[config.mk]
export PLATFORM = sky130hd
export DESIGN_NAME = seg_display_driver
export DESIGN_NICKNAME = d
export VERILOG_FILES = /design/src/rtl/seg_display_driver.sv
export SDC_FILE = /design/constraint.sdc
export NUM_CORES = 1
export LEC_CHECK = 0
export ABC_AREA = 1
export BUFFER_PORTS_ARGS = -buffer_cell sky130_fd_sc_hd__buf_4
export CORE_ASPECT_RATIO = 0.6
export CORE_UTILIZATION = 45
export CTS_CLUSTER_DIAMETER = 30
export CTS_CLUSTER_SIZE = 28
export DETAILED_ROUTE_END_ITERATION = 10
export GPL_ROUTABILITY_DRIVEN = 0
export SLEW_MARGIN = 20
export SYNTH_ARGS = -nofsm -noshare
export SYNTH_HDL_FRONTEND = slang
export SYNTH_SLANG_ARGS = --single-unit
export TNS_END_PERCENT = 30
[constraint.sdc]
create_clock -name clk -period 4.16 [get_ports clk]
set_input_delay 0.208 -clock clk [delete_from_list [all_inputs] [get_ports clk]]
set_output_delay 0.208 -clock clk [all_outputs]
set_load 0.02 [all_outputs]
[src/rtl/seg_display_driver.sv]
`default_nettype none
// ============================================================================
// Module   : seg_display_driver
// Purpose  : Converts a 16-bit unsigned value to 4-digit BCD with a sequential
//            double-dabble engine (one bit per clock) and drives a multiplexed,
//            active-low 4-digit seven-segment display from the latched result.
//            Values above 9999 latch an overflow flag and show dashes.
// Revision : 1.0 - initial release
// ----------------------------------------------------------------------------
// Ports
//   clk            in   1  core clock
//   rst            in   1  asynchronous active-high reset
//   value_in       in  16  unsigned binary value to display
//   value_valid    in   1  one-cycle strobe, sample value_in
//   busy           out  1  conversion in progress
//   bcd_out        out 16  latched BCD result, thousands digit in [15:12]
//   ovf_out        out  1  latched value exceeded 9999
//   seven_seg_out  out  7  active-low segments, order gfedcba
//   Anode_Activate out  4  active-low digit enables, bit 3 = leftmost
// ============================================================================
module seg_display_driver #(
    parameter int REFRESH_BITS = 20
) (
    input  logic        clk,
    input  logic        rst,
    input  logic [15:0] value_in,
    input  logic        value_valid,
    output logic        busy,
    output logic [15:0] bcd_out,
    output logic        ovf_out,
    output logic [6:0]  seven_seg_out,
    output logic [3:0]  Anode_Activate
);

    localparam logic [6:0] SEG_BLANK = 7'b1111111;
    localparam logic [6:0] SEG_DASH  = 7'b0111111;

    typedef enum logic [1:0] {
        S_IDLE  = 2'd0,
        S_SHIFT = 2'd1,
        S_DONE  = 2'd2
    } state_t;

    state_t      state_q, state_d;
    logic [15:0] bin_q, bin_d;
    logic [19:0] acc_q, acc_d;
    logic [3:0]  cnt_q, cnt_d;
    logic        busy_q, busy_d;
    logic [15:0] pend_q, pend_d;
    logic        pend_vld_q, pend_vld_d;
    logic [15:0] bcd_q, bcd_d;
    logic        ovf_q, ovf_d;

    logic [REFRESH_BITS-1:0] refresh_q;
    logic [6:0]  seg_q, seg_d;
    logic [3:0]  anode_q, anode_d;

    // Add 3 to every BCD nibble >= 5 so the following left shift carries
    // correctly into the next decimal digit.
    function automatic logic [19:0] dabble_adjust(input logic [19:0] a);
        logic [19:0] r;
        r = a;
        for (int i = 0; i < 5; i++) begin
            if (a[4*i +: 4] >= 4'd5) begin
                r[4*i +: 4] = a[4*i +: 4] + 4'd3;
            end
        end
        return r;
    endfunction

    function automatic logic [6:0] seg_code(input logic [3:0] d);
        logic [6:0] s;
        case (d)
            4'd0:    s = 7'b1000000;
            4'd1:    s = 7'b1111001;
            4'd2:    s = 7'b0100100;
            4'd3:    s = 7'b0110000;
            4'd4:    s = 7'b0011001;
            4'd5:    s = 7'b0010010;
            4'd6:    s = 7'b0000010;
            4'd7:    s = 7'b1111000;
            4'd8:    s = 7'b0000000;
            4'd9:    s = 7'b0010000;
            default: s = SEG_BLANK;
        endcase
        return s;
    endfunction

    logic [35:0] w_shifted;
    logic [15:0] w_next_val;

    assign w_shifted  = {dabble_adjust(acc_q), bin_q} << 1;
    // A strobe arriving on the DONE edge is newer than anything pending.
    assign w_next_val = value_valid ? value_in : pend_q;

    // ------------------------------------------------------------------------
    // Conversion FSM
    // ------------------------------------------------------------------------
    always_comb begin
        state_d    = state_q;
        bin_d      = bin_q;
        acc_d      = acc_q;
        cnt_d      = cnt_q;
        busy_d     = busy_q;
        pend_d     = pend_q;
        pend_vld_d = pend_vld_q;
        bcd_d      = bcd_q;
        ovf_d      = ovf_q;

        case (state_q)
            S_IDLE: begin
                if (value_valid) begin
                    bin_d   = value_in;
                    acc_d   = 20'd0;
                    cnt_d   = 4'd0;
                    busy_d  = 1'b1;
                    state_d = S_SHIFT;
                end
            end
            S_SHIFT: begin
                if (value_valid) begin
                    pend_d     = value_in;
                    pend_vld_d = 1'b1;
                end
                acc_d = w_shifted[35:16];
                bin_d = w_shifted[15:0];
                cnt_d = cnt_q + 4'd1;
                if (cnt_q == 4'd15) begin
                    state_d = S_DONE;
                end
            end
            S_DONE: begin
                bcd_d = acc_q[15:0];
                ovf_d = (acc_q[19:16] != 4'd0);
                if (value_valid || pend_vld_q) begin
                    // Back-to-back conversion: busy stays asserted.
                    bin_d      = w_next_val;
                    acc_d      = 20'd0;
                    cnt_d      = 4'd0;
                    pend_vld_d = 1'b0;
                    state_d    = S_SHIFT;
                end else begin
                    busy_d  = 1'b0;
                    state_d = S_IDLE;
                end
            end
            default: begin
                busy_d  = 1'b0;
                state_d = S_IDLE;
            end
        endcase
    end

    always_ff @(posedge clk or posedge rst) begin
        if (rst) begin
            state_q    <= S_IDLE;
            bin_q      <= 16'd0;
            acc_q      <= 20'd0;
            cnt_q      <= 4'd0;
            busy_q     <= 1'b0;
            pend_q     <= 16'd0;
            pend_vld_q <= 1'b0;
            bcd_q      <= 16'h0000;
            ovf_q      <= 1'b0;
        end else begin
            state_q    <= state_d;
            bin_q      <= bin_d;
            acc_q      <= acc_d;
            cnt_q      <= cnt_d;
            busy_q     <= busy_d;
            pend_q     <= pend_d;
            pend_vld_q <= pend_vld_d;
            bcd_q      <= bcd_d;
            ovf_q      <= ovf_d;
        end
    end

    // ------------------------------------------------------------------------
    // Display multiplexer: driven only from the latched result, so nothing
    // changes on the digits while a conversion is running.
    // ------------------------------------------------------------------------
    logic [1:0] w_sel;
    logic       w_blank3, w_blank2, w_blank1;

    assign w_sel    = refresh_q[REFRESH_BITS-1 -: 2];
    assign w_blank3 = (bcd_q[15:12] == 4'd0);
    assign w_blank2 = w_blank3 && (bcd_q[11:8] == 4'd0);
    assign w_blank1 = w_blank2 && (bcd_q[7:4] == 4'd0);

    always_comb begin
        anode_d = 4'b1111;
        seg_d   = SEG_BLANK;
        case (w_sel)
            2'b00: begin
                anode_d = 4'b0111;
                seg_d   = w_blank3 ? SEG_BLANK : seg_code(bcd_q[15:12]);
            end
            2'b01: begin
                anode_d = 4'b1011;
                seg_d   = w_blank2 ? SEG_BLANK : seg_code(bcd_q[11:8]);
            end
            2'b10: begin
                anode_d = 4'b1101;
                seg_d   = w_blank1 ? SEG_BLANK : seg_code(bcd_q[7:4]);
            end
            default: begin
                anode_d = 4'b1110;
                seg_d   = seg_code(bcd_q[3:0]);
            end
        endcase
        if (ovf_q) begin
            seg_d = SEG_DASH;
        end
    end

    always_ff @(posedge clk or posedge rst) begin
        if (rst) begin
            refresh_q <= '0;
            anode_q   <= 4'b1111;
            seg_q     <= SEG_BLANK;
        end else begin
            refresh_q <= refresh_q + {{(REFRESH_BITS-1){1'b0}}, 1'b1};
            anode_q   <= anode_d;
            seg_q     <= seg_d;
        end
    end

    assign busy           = busy_q;
    assign bcd_out        = bcd_q;
    assign ovf_out        = ovf_q;
    assign seven_seg_out  = seg_q;
    assign Anode_Activate = anode_q;

endmodule
`default_nettype wire

* Word-level counts from Yosys, hierarchy flattened
Memories as Yosys holds them, arrays and structs flattened. Index checks and enable logic that the tools add are counted.
Word-level totals: flip-flop bits (word level) 108, bits in read-only memories 448, input bits 19, output and inout bits 29, logic and storage cells 84, memories 4
Operators by class: add/sub/neg operators 7, order comparisons 5, equality and inequality tests 10, mux-type cells 30, bitwise operators 1, reductions and logical operators 15
Memory list:
- (name not given) | depth 16, width 7, rd ports 1, clocked after Yosys merged registers in 0, write ports 0, RTL line 73 | case (d)
- (name not given) | depth 16, width 7, rd ports 1, clocked after Yosys merged registers in 0, write ports 0, RTL line 73
- (name not given) | depth 16, width 7, rd ports 1, clocked after Yosys merged registers in 0, write ports 0, RTL line 73
- (name not given) | depth 16, width 7, rd ports 1, clocked after Yosys merged registers in 0, write ports 0, RTL line 73
Operators by type and width (number):
- 20-bit one-hot mux with 3 select lines | 1
- 16-bit 2-to-1 mux | 3
- 16-bit one-hot mux with 3 select lines | 1
- 20-bit 2-to-1 mux | 2
- 7-bit 2-to-1 mux | 4
- 4-bit 2-to-1 mux | 6
- 4-bit one-hot mux with 3 select lines | 2
- 7-bit one-hot mux with 3 select lines | 1
- 20-bit by 1-bit adder with 20-bit output (second input constant) | 1
- 4-bit by 3-bit >= comparator with 1-bit output (second input constant) | 5
- 4-bit by 2-bit adder with 4-bit output (second input constant) | 4
- 4-bit logical NOT | 3
- 2-bit != test (second input constant) | 5
- 3-bit AND reduction | 3
- 2-bit one-hot mux with 3 select lines | 1
- 4-bit by 1-bit adder with 4-bit output (second input constant) | 1
- 2-bit by 1-bit == test with 1-bit output (second input constant) | 2
- 2-bit == test (second input constant) | 2
- 4-bit == test (second input constant) | 1
- 2-bit logical NOT | 2
- 1-bit 2-to-1 mux | 4
- 2-bit 2-to-1 mux | 2
- 4-bit nonzero test | 1
- 3-bit by 2-bit adder with 3-bit output (second input constant) | 1
- other kinds (9) | 10

* Longest topological paths before layout
word-level depth 6, gate-level depth with buffers 11, gate-level depth less buffers 10

* Least setup slack after synthesis
OpenSTA, ideal clock, no wires.
kind register -> register, start point register state_q[0], end point register bin_q[6], library setup time 0.124 ns, arrival time 1.416 ns, data required time 4.036 ns, setup slack 2.620 ns, stages on the path, launching flop included 8, path buffers 1, clock period less this slack 1.540 ns, path through dfrtp_1 > inv_1 > ha_1 > nand2_1 > clkbuf_1 > a21oi_1 > o21ai_0 > a21oi_2
On the way: word-level cells in the longest chain between the ends 3, elaborated cells between the ends (all ways) 8, those cells by class 4 x eq/ne; 1 x mux; 3 x reduce/logical
RTL lines:
- start, declared | RTL line 44 | state_t state_q, state_d;
- start signal, assigned | RTL line 166 | state_q <= state_d;
- 2-bit == test (tied with other cells) | RTL line 110 | case (state_q)
- 2-bit != test (no line) / 3-bit nonzero test (equally long branches)
- 3-bit AND reduction (no line)
- end signal, assigned | RTL line 167 | bin_q <= bin_d;
- end, declared | RTL line 45 | logic [15:0] bin_q, bin_d;
Parallel ways exist; a longest one is shown, timed or not. A chain may end at the register's enable or synchronous reset.

* Final worst setup path
start point register state_q[0], end point register acc_q[5]
On the way: word-level cells in the longest chain between the ends 3, elaborated cells between the ends (all ways) 8, those cells by class 4 x eq/ne; 1 x mux; 3 x reduce/logical
RTL lines:
- 2-bit == test (tied with other cells) | RTL line 110
- 2-bit != test (no line) / 3-bit nonzero test (equally long branches)
- 3-bit AND reduction (no line)
- end signal, assigned | RTL line 158 | acc_q <= 20'd0;
- end signal, assigned | RTL line 168 | acc_q <= acc_d;
- end, declared | RTL line 46 | logic [19:0] acc_q, acc_d;
Parallel ways exist; a longest one is shown, timed or not.

==> flow_summary.ini <==
[clock_tree]
clockBufferDepth = 2
clock-root-buffer = clkbuf_16
post_cts_resized = 0
cts_made_buffers = 9
insertion_delay_ns = 0.35
clk_pin_slew_ns = 0.07
cts.htree.levels = 3
clock_sinks = 108
postCtsHoldBufs = 0
cts_tree = built
postCtsSetupRepairBufs = 0

[setup_path]
slowest_delay_ns = 0.60
critical_path_class = reg2reg
critPathMaxFanout = 40
end_kind = flip-flop
required_ns = 4.41
arrival_ns = 2.97
r2r_cells = 8
crit_path_start_kind = flip-flop
crit_path_frequent_cell = inv_1
critPathSlowestCell = nor2_2
worstPathCellList = inv_1, ha_1, buf_4, nand2_1, nand2_2, nor2_2, inv_1, o22ai_1

[timing]
relSlewSlack = 0.369
hold_slack_ns = 0.0765
setup_viol = 0
max_freq_ghz = 0.368
clock_skew_ns = 0.00936
timing.setup.tns_ns = 0
worst_pin_slew_ns = 0.947
grt_setup_unrepaired = false
timing.final.crit_share = 0.653
maxSlewViolCount = 0
period_needed_ns = 2.72
hold_viol = 0

[synthesis]
yosysSeqAreaShare = 0.437
netlist_top_cells_area = dfrtp_1 (39%), nand2_1 (10%), o21ai_0 (7.7%)
post-synth-top-count-cell = nand2_1
synth_common_cells = nand2_1 (166), inv_1 (98), dfrtp_1 (97), o21ai_0 (96), nand3_1 (64)
synth.top_cell.area_share = 0.390
synth_top_area_cell = dfrtp_1
ys.warnings.count = 0
synthCells = 778
yosysUniqueCellTypes = 35
synth.avg_cell_area_um2 = 8.00
synth_edf_count = 0
synthFlopType = dfrtp_1
syn-num-nets = 835
synthesis.area_um2 = 6220
async_flop_share = 1.00
ys_ff_latch = 108

[grt]
antenna_found_initial = 0
grt_pass1_vias = 4785
grt_pass1_wl_mm = 24.0
grt_max_degree = 77
gr-total-overflow = 0
grt_usage = 0.212

[finish]
num_antenna_cells = 0
drive_gt1_frac = 0.140
syn_to_final_growth_pct = 12.2
nFillCells = 1226
fin_nets = 869

[floorplanning]
ioPinCount = 48
die_height_um = 93.1
core_um2 = 13200
die_area_um2 = 14300
fp-row-count = 32
initial_core_util = 0.472
die_w_um = 154

[drt]
antenna_left = 0
drt_iter0_markers = 320
vias = 5046
wl_per_cell_um = 14.4
via_per_inst = 5.12
dr.pass1.iters = 5
routed_wl_mm = 14.2
route.detailed.drc = 0

[power]
p_leak_nw = 3.31
powerDensity_nw_per_um2 = 509
peakVddDrop_mv = 0.245
total_power_mw = 3.55

[run]
cap_violations = 0

[placement]
dp_hpwl_mm = 10.3
port_buffers = 47

[run_status]
status = complete, no violations

[hold_path]
hold_path.class = in2async
-- cell usage in the layout, fill, tap and decap left out, types with 3 or more instances in the layout --
master,instances
xor2_1,14
o21ai_1,3
ha_1,38
nor2_1,52
nand2_1,166
nor2_2,12
nand3_1,64
or2_2,3
nand4_1,11
xnor2_1,6
a21oi_2,8
dfrtp_1,97
dfstp_2,11
o211ai_1,6
buf_4,50
nor3_1,6
o22ai_2,9
clkbuf_16,9
o21ai_0,96
a21oi_1,39
inv_1,97
-- report_power, final --
group,internal (mW),leakage (nW),switching [mW]
sequential,1.27,1.39,0.168
combinational,0.386,1.76,0.804
clock,0.542,0.156,0.381
total,2.20,3.31,1.35
-- registers in the layout, summed over array words and instances, names as in the netlist --
signal and count:
acc_q 20, refresh_q 20, bcd_out 16, bin_q 16, pend_q 16, seven_seg_out 7, Anode_Activate 4, cnt_q 4
state_q 2, busy 1, ovf_out 1, pend_vld_q 1
-- worst max-delay path, delay by kind of cell, from the launching register on --
kind                       cells  cell delay (ns)
DFF                            1             0.40
adders and majority gates      1             0.19
buffers and inverters          3             0.76
and+or+nand+nor                3             1.00
AOI/OAI and AO/OA              1             0.25
-- path summary, 6_finish.rpt --
path                               from  slack (ns)           end
max                          state_q[0]        1.44      acc_q[5]
min                                 rst        0.08     pend_q[1]
max reg2reg                  state_q[0]        1.44      acc_q[5]
min reg2reg                refresh_q[0]        0.45  refresh_q[0]
max in group asynchronous           rst        3.10    bcd_out[4]
min in group clk           value_in[15]        0.08    pend_q[15]
-- metal layers --
metal  wire length (um)  GRT usage  share of wire  vias up
met3                653     0.0408          0.046        8
met5                  0          0              0        -
met2               5760      0.300           0.40      102
met4                 67     0.0392         0.0047        0
li1                   -          -              -     2592
met1               7760      0.331           0.55     2344
-- final cells by class --
class | count | area [um2] | area share
Inverter | 101 | 382 | 0.0547
Clock buffer | 11 | 243 | 0.0348
Tap cell | 170 | 213 | 0.0305
Timing Repair Buffer | 50 | 375 | 0.0538
Multi-Input combinational cell | 542 | 2980 | 0.427
Sequential cell | 108 | 2720 | 0.389
Clock inverter | 4 | 73.8 | 0.0106
-- kinds of logic after synthesis --
family                     share of synthesized area
DFF                                            0.437
adders and majority gates                     0.0764
and+or+nand+nor                                0.220
xor gates and xnor gates                      0.0282
AOI/OAI and AO/OA                              0.153
muxes                                        0.00161
buffers and inverters                         0.0845
-- per-stage QoR --
step,cells,worst slack (ns),area [um2],utilization
floorplan,778,1.12,6220,-
global placement,971,1.64,6670,0.506
detailed placement,971,1.48,6670,0.506
CTS,986,1.48,6980,0.530
global route,986,1.24,6980,0.530
finish,986,1.44,6980,0.530
(Power assumes the default switching activity.)
